==> src/rtl/bus_requester.sv <==
// Initiator-side request/grant agent: asks the arbiter for ownership, paces a
// burst of len+1 beats while granted, then releases. Optional macro REQ_TIMEOUT_EN.
module bus_requester #(
  parameter int LEN_W    = 4,
  parameter int MAX_WAIT = 16
) (
  input  logic             clk,
  input  logic             rst,
  input  logic             start,
  input  logic [LEN_W-1:0] len,
  input  logic             valid,
  output logic             ready,
  output logic             request,
  input  logic             grant,
  output logic             active,
  output logic [LEN_W-1:0] beat,
  output logic             ack,
  output logic             abort,
  output logic [1:0]       state_dbg
);

  // Handshakes: start is taken only in a cycle where ready=1; a beat is
  // consumed only in a cycle where active=1 and valid=1 (active = OWN & grant).

  typedef enum logic [1:0] {
    S_IDLE    = 2'd0,
    S_REQ     = 2'd1,
    S_OWN     = 2'd2,
    S_RELEASE = 2'd3
  } state_e;

  state_e           state_q, state_d;
  logic [LEN_W-1:0] len_q, len_d;
  logic [LEN_W-1:0] beat_q, beat_d;
  logic             ack_q, ack_d;

`ifdef REQ_TIMEOUT_EN
  localparam int WAIT_W = (MAX_WAIT > 1) ? $clog2(MAX_WAIT + 1) : 1;
  logic [WAIT_W-1:0] wait_q, wait_d;
  logic              abort_q, abort_d;
`endif

  // Request is derived from state so an asynchronous reset drops it at once.
  assign ready     = (state_q == S_IDLE);
  assign request   = (state_q == S_REQ) || (state_q == S_OWN);
  assign active    = (state_q == S_OWN) && grant;
  assign beat      = beat_q;
  assign ack       = ack_q;
  assign state_dbg = state_q;

`ifdef REQ_TIMEOUT_EN
  assign abort = abort_q;
`else
  assign abort = 1'b0;
`endif

  always_comb begin
    state_d = state_q;
    len_d   = len_q;
    beat_d  = beat_q;
    ack_d   = 1'b0;
`ifdef REQ_TIMEOUT_EN
    wait_d  = wait_q;
    abort_d = 1'b0;
`endif
    case (state_q)
      S_IDLE: begin
        if (start) begin
          len_d   = len;
          beat_d  = '0;
          state_d = S_REQ;
`ifdef REQ_TIMEOUT_EN
          wait_d  = '0;
`endif
        end
      end
      S_REQ: begin
        if (grant) begin
          state_d = S_OWN;
`ifdef REQ_TIMEOUT_EN
        end else if (wait_q == WAIT_W'(MAX_WAIT - 1)) begin
          state_d = S_RELEASE;
          abort_d = 1'b1;
        end else begin
          wait_d = wait_q + 1'b1;
`endif
        end
      end
      S_OWN: begin
        // Losing grant mid-burst simply freezes the beat index.
        if (grant && valid) begin
          if (beat_q == len_q) begin
            state_d = S_RELEASE;
            ack_d   = 1'b1;
          end else begin
            beat_d = beat_q + 1'b1;
          end
        end
      end
      S_RELEASE: begin
        if (!grant) state_d = S_IDLE;
      end
      default: state_d = S_IDLE;
    endcase
  end

  always_ff @(posedge clk or posedge rst) begin
    if (rst) begin
      state_q <= S_IDLE;
      len_q   <= '0;
      beat_q  <= '0;
      ack_q   <= 1'b0;
    end else begin
      state_q <= state_d;
      len_q   <= len_d;
      beat_q  <= beat_d;
      ack_q   <= ack_d;
    end
  end

`ifdef REQ_TIMEOUT_EN
  always_ff @(posedge clk or posedge rst) begin
    if (rst) begin
      wait_q  <= '0;
      abort_q <= 1'b0;
    end else begin
      wait_q  <= wait_d;
      abort_q <= abort_d;
    end
  end
`endif

endmodule

==> config.mk <==
export PLATFORM = sky130hd
export DESIGN_NAME = bus_requester
export DESIGN_NICKNAME = d
export VERILOG_FILES = /design/src/rtl/bus_requester.sv
export SDC_FILE = /design/constraint.sdc
export NUM_CORES = 1
export LEC_CHECK = 0
export CAP_MARGIN = 30
export CORE_AREA = 2 2 45 47
export DETAILED_ROUTE_END_ITERATION = 8
export DIE_AREA = 0 0 47 49
export HOLD_SLACK_MARGIN = 0.08
export PLACE_DENSITY = 0.77
export REMOVE_ABC_BUFFERS = 1
export SKIP_CTS_REPAIR_TIMING = 1
export SLEW_MARGIN = 25
export SYNTH_ARGS = -nofsm -noshare
export SYNTH_HDL_FRONTEND = slang
export SYNTH_SLANG_ARGS = --single-unit
==> constraint.sdc <==
create_clock -name clk -period 1.7 [get_ports clk]
set_input_delay 0.34 -clock clk [delete_from_list [all_inputs] [get_ports clk]]
set_output_delay 0.34 -clock clk [all_outputs]
set_load 0.005 [all_outputs]
==> impl_metrics.yaml, run 1 <==
synthesis:
  yosys_warnings: 0
  yosys.area.top_type: "dfrtp_1"
  synthArstFlopShare_pct: 100
  synth-edff-count: 0
  synthMostInstantiatedCell: "dfrtp_1"
  synth_area_per_cell_um2: 10.7
  ys_types: 34
  ys_ff_latch: 11
  synth_commonest_cells: "11 x dfrtp_1, 5 x ha_1, 4 x inv_1, 4 x mux2_2, 4 x xnor2_1"
  syn_inst: 66
  synth_area_um2: 709
  yosys-top-cells-area: "dfrtp_1 39%, ha_1 8.8%, mux2_2 6.3%, xnor2_1 4.9%, mux2_1 3.2%"
  synth_flop_cell: "dfrtp_1"
  yosysTopAreaCellShare_pct: 38.8
  seq_area_frac_synth_pct: 38.8
sta:
  finalWorstSetupSlack_ns: -0.0681
  fin_skew_ns: 0.00274
  post-route-period-util_pct: 104
  fin_crit_ns: 1.77
  hold_viol: 0
  rsz0062_at_grt: "yes"
  final-setup-viol-count: 2
  slew_viol_final: 0
  max_freq_ghz: 0.566
global_route:
  grt_pass1_wl_um: 2530
  grtUsageMet2_pct: 23.7
  gr-max-usage-layer: "met2"
  grt_usage_pct: 15.3
  grt_max_degree: 12
  grt_util_met1_pct: 18.9
  grtUsageMet3_pct: 3.33
  antenna_found_initial: 0
  grt.overflow.total: 0
  grt_pass1_vias: 605
layout:
  final_util_pct: 61.6
  multi_input_area_um2: 467
  diodes: 0
  fillers: 171
  layout-area-overhead-vs-synth_pct: 60.0
  drive_above_1_share_pct: 42.2
  nets: 117
  layoutNonFillerInstCount: 129
  seq_area_um2: 279
worst_setup_path:
  cp_slowest_cell: "dfrtp_2"
  path_class: "flop to flop"
  r2r_slack_ns: -0.07
  cp.arrival_ns: 1.92
  r2r-end: "state_dbg[1]"
  start_kind: "flop"
  crit_end: "state_dbg[1]"
  cpPeakStageDelay_ns: 0.45
  required_ns: 1.85
  cp_max_fo: 5
  startpoint: "state_dbg[0]"
  reg2reg_from: "state_dbg[0]"
  cp-end-kind: "flop"
  path_cells: "ha_1, mux2_1, a211o_1, a21oi_2, mux2_4"
  rr_worst_depth: 5
clock_network:
  cts_tree: "yes"
  clockBufferDepth: 2
  clock_latency_ns: 0.27
  cts-root-buf: "clkbuf_4"
  cts.reportedPaths.clkPinSlew_ns: 0.07
  cts_sinks: 11
  numCtsBuffers: 3
  htree_num_levels: 1
route:
  firstDrtPassIters: 4
  avgRoutedWirePerCell_um: 12.4
  drt_wl_total_um: 1600
  ant_nets: 0
  drc: 0
  via_count: 624
  vias_per_cell: 4.84
  drtIter0Drc: 7
power:
  vdd_drop_max_mv: 0.908
  power_leakage_uw: 0.000514
  powerDensity_nw_per_um2: 1800
job:
  drv_cap: 0
min_path:
  hp-class: "input pin to asynchronous set/reset pin"
placed_design:
  dp.final_hpwl_um: 1160
  place_inst: 120
  gp_congestion: 0.792
  portBuffers: 18
floorplanning:
  die_w_um: 47
  rows: 16
  die_y_um: 49
  dieArea_um2: 2300
  ios: 20
  coreArea_um2: 1840
  start_util_pct: 38.5
status:
  status: "finished, violations left"
  failed_checks: "setup timing"
## worst max-delay path: cells and delay by family (launching register included)
family / cells / cell delay, ns
muxes: 2 / 0.59
DFF: 1 / 0.45
AOI/OAI and AO/OA: 2 / 0.41
adders and majority gates: 1 / 0.20
## cell usage in the layout, fill, tap and decap left out, drive strengths merged, types with 2 or more instances in the layout
master,count
a31oi,2
buf,16
inv,4
nand2,3
clkbuf,4
a21oi,4
mux2,7
clkdlybuf4s50,15
xnor2,4
and2,2
nor3,2
nand3,3
dlymetal6s2s,3
dfrtp,11
ha,5
## how the worst min path moves through the flow
stage	start	endpoint
3_3_place_gp	len_q[1]	len_q[1]
4_1_cts	rst	len_q[2]
5_1_grt	rst	len_q[2]
2_1_floorplan	rst	ack
6_report	rst	len_q[2]
3_5_place_dp	len_q[3]	len_q[3]
## power breakdown
| part | internal [uW] | switching [uW] | leakage, uW | total, uW |
|---|---|---|---|---|
| clock | 90.8 | 84.0 | 0.0000150 | 175 |
| combinational | 833 | 524 | 0.000366 | 1360 |
| sequential | 382 | 129 | 0.000134 | 511 |
## stage by stage
| stage | power [uW] | area, um^2 | hold WS [ns] | setup WS [ns] | setup TNS, ns |
|---|---|---|---|---|---|
| after floorplan | 1120 | 697 | 0.192 | -0.0512 | -0.0978 |
| after global placement | 1560 | 993 | 0.511 | -0.273 | -0.850 |
| after detailed placement | 1590 | 993 | 0.517 | -0.315 | -1.01 |
| after CTS | 1780 | 1020 | 0.375 | -0.366 | -1.24 |
| after global routing | 2210 | 1130 | 0.406 | -0.139 | -0.281 |
| final | 2040 | 1130 | 0.366 | -0.0681 | -0.0930 |
## layout make-up
type | instances | share of cell area (%)
multi-input cells | 49 | 41.1
repair buffers | 34 | 27.5
flip-flops and latches | 11 | 24.6
well taps | 27 | 2.98
clock buffers | 4 | 2.32
inverters | 4 | 1.54
## routing by layer
layer	up-vias	wire length [um]
met5	-	0
met4	0	23
met3	4	85
met2	21	805
li1	312	-
met1	287	689
## state kept, by name, summed over array words and instances (netlist names)
| signal | flops |
|---|---|
| len_q | 4 |
| beat | 4 |
| state_dbg | 2 |
| ack | 1 |
## cell families after synthesis
kind of cell | Yosys count | synth area share [%]
other cells | 1 | 0.529
fa+ha+maj | 5 | 8.82
flops | 11 | 38.8
buf+inv | 6 | 3.88
compound gates | 14 | 15.5
simple gates | 17 | 14.5
mux | 8 | 13.0
xor+xnor | 4 | 4.94
No activity file was read; power rests on OpenSTA's default activity.
==> run 2: changes to the inputs <==
Settings changed: GPL_ROUTABILITY_DRIVEN set to 0.
==> results of run 2 <==
Final layout, timing and power as in run 1 (identical DEF).
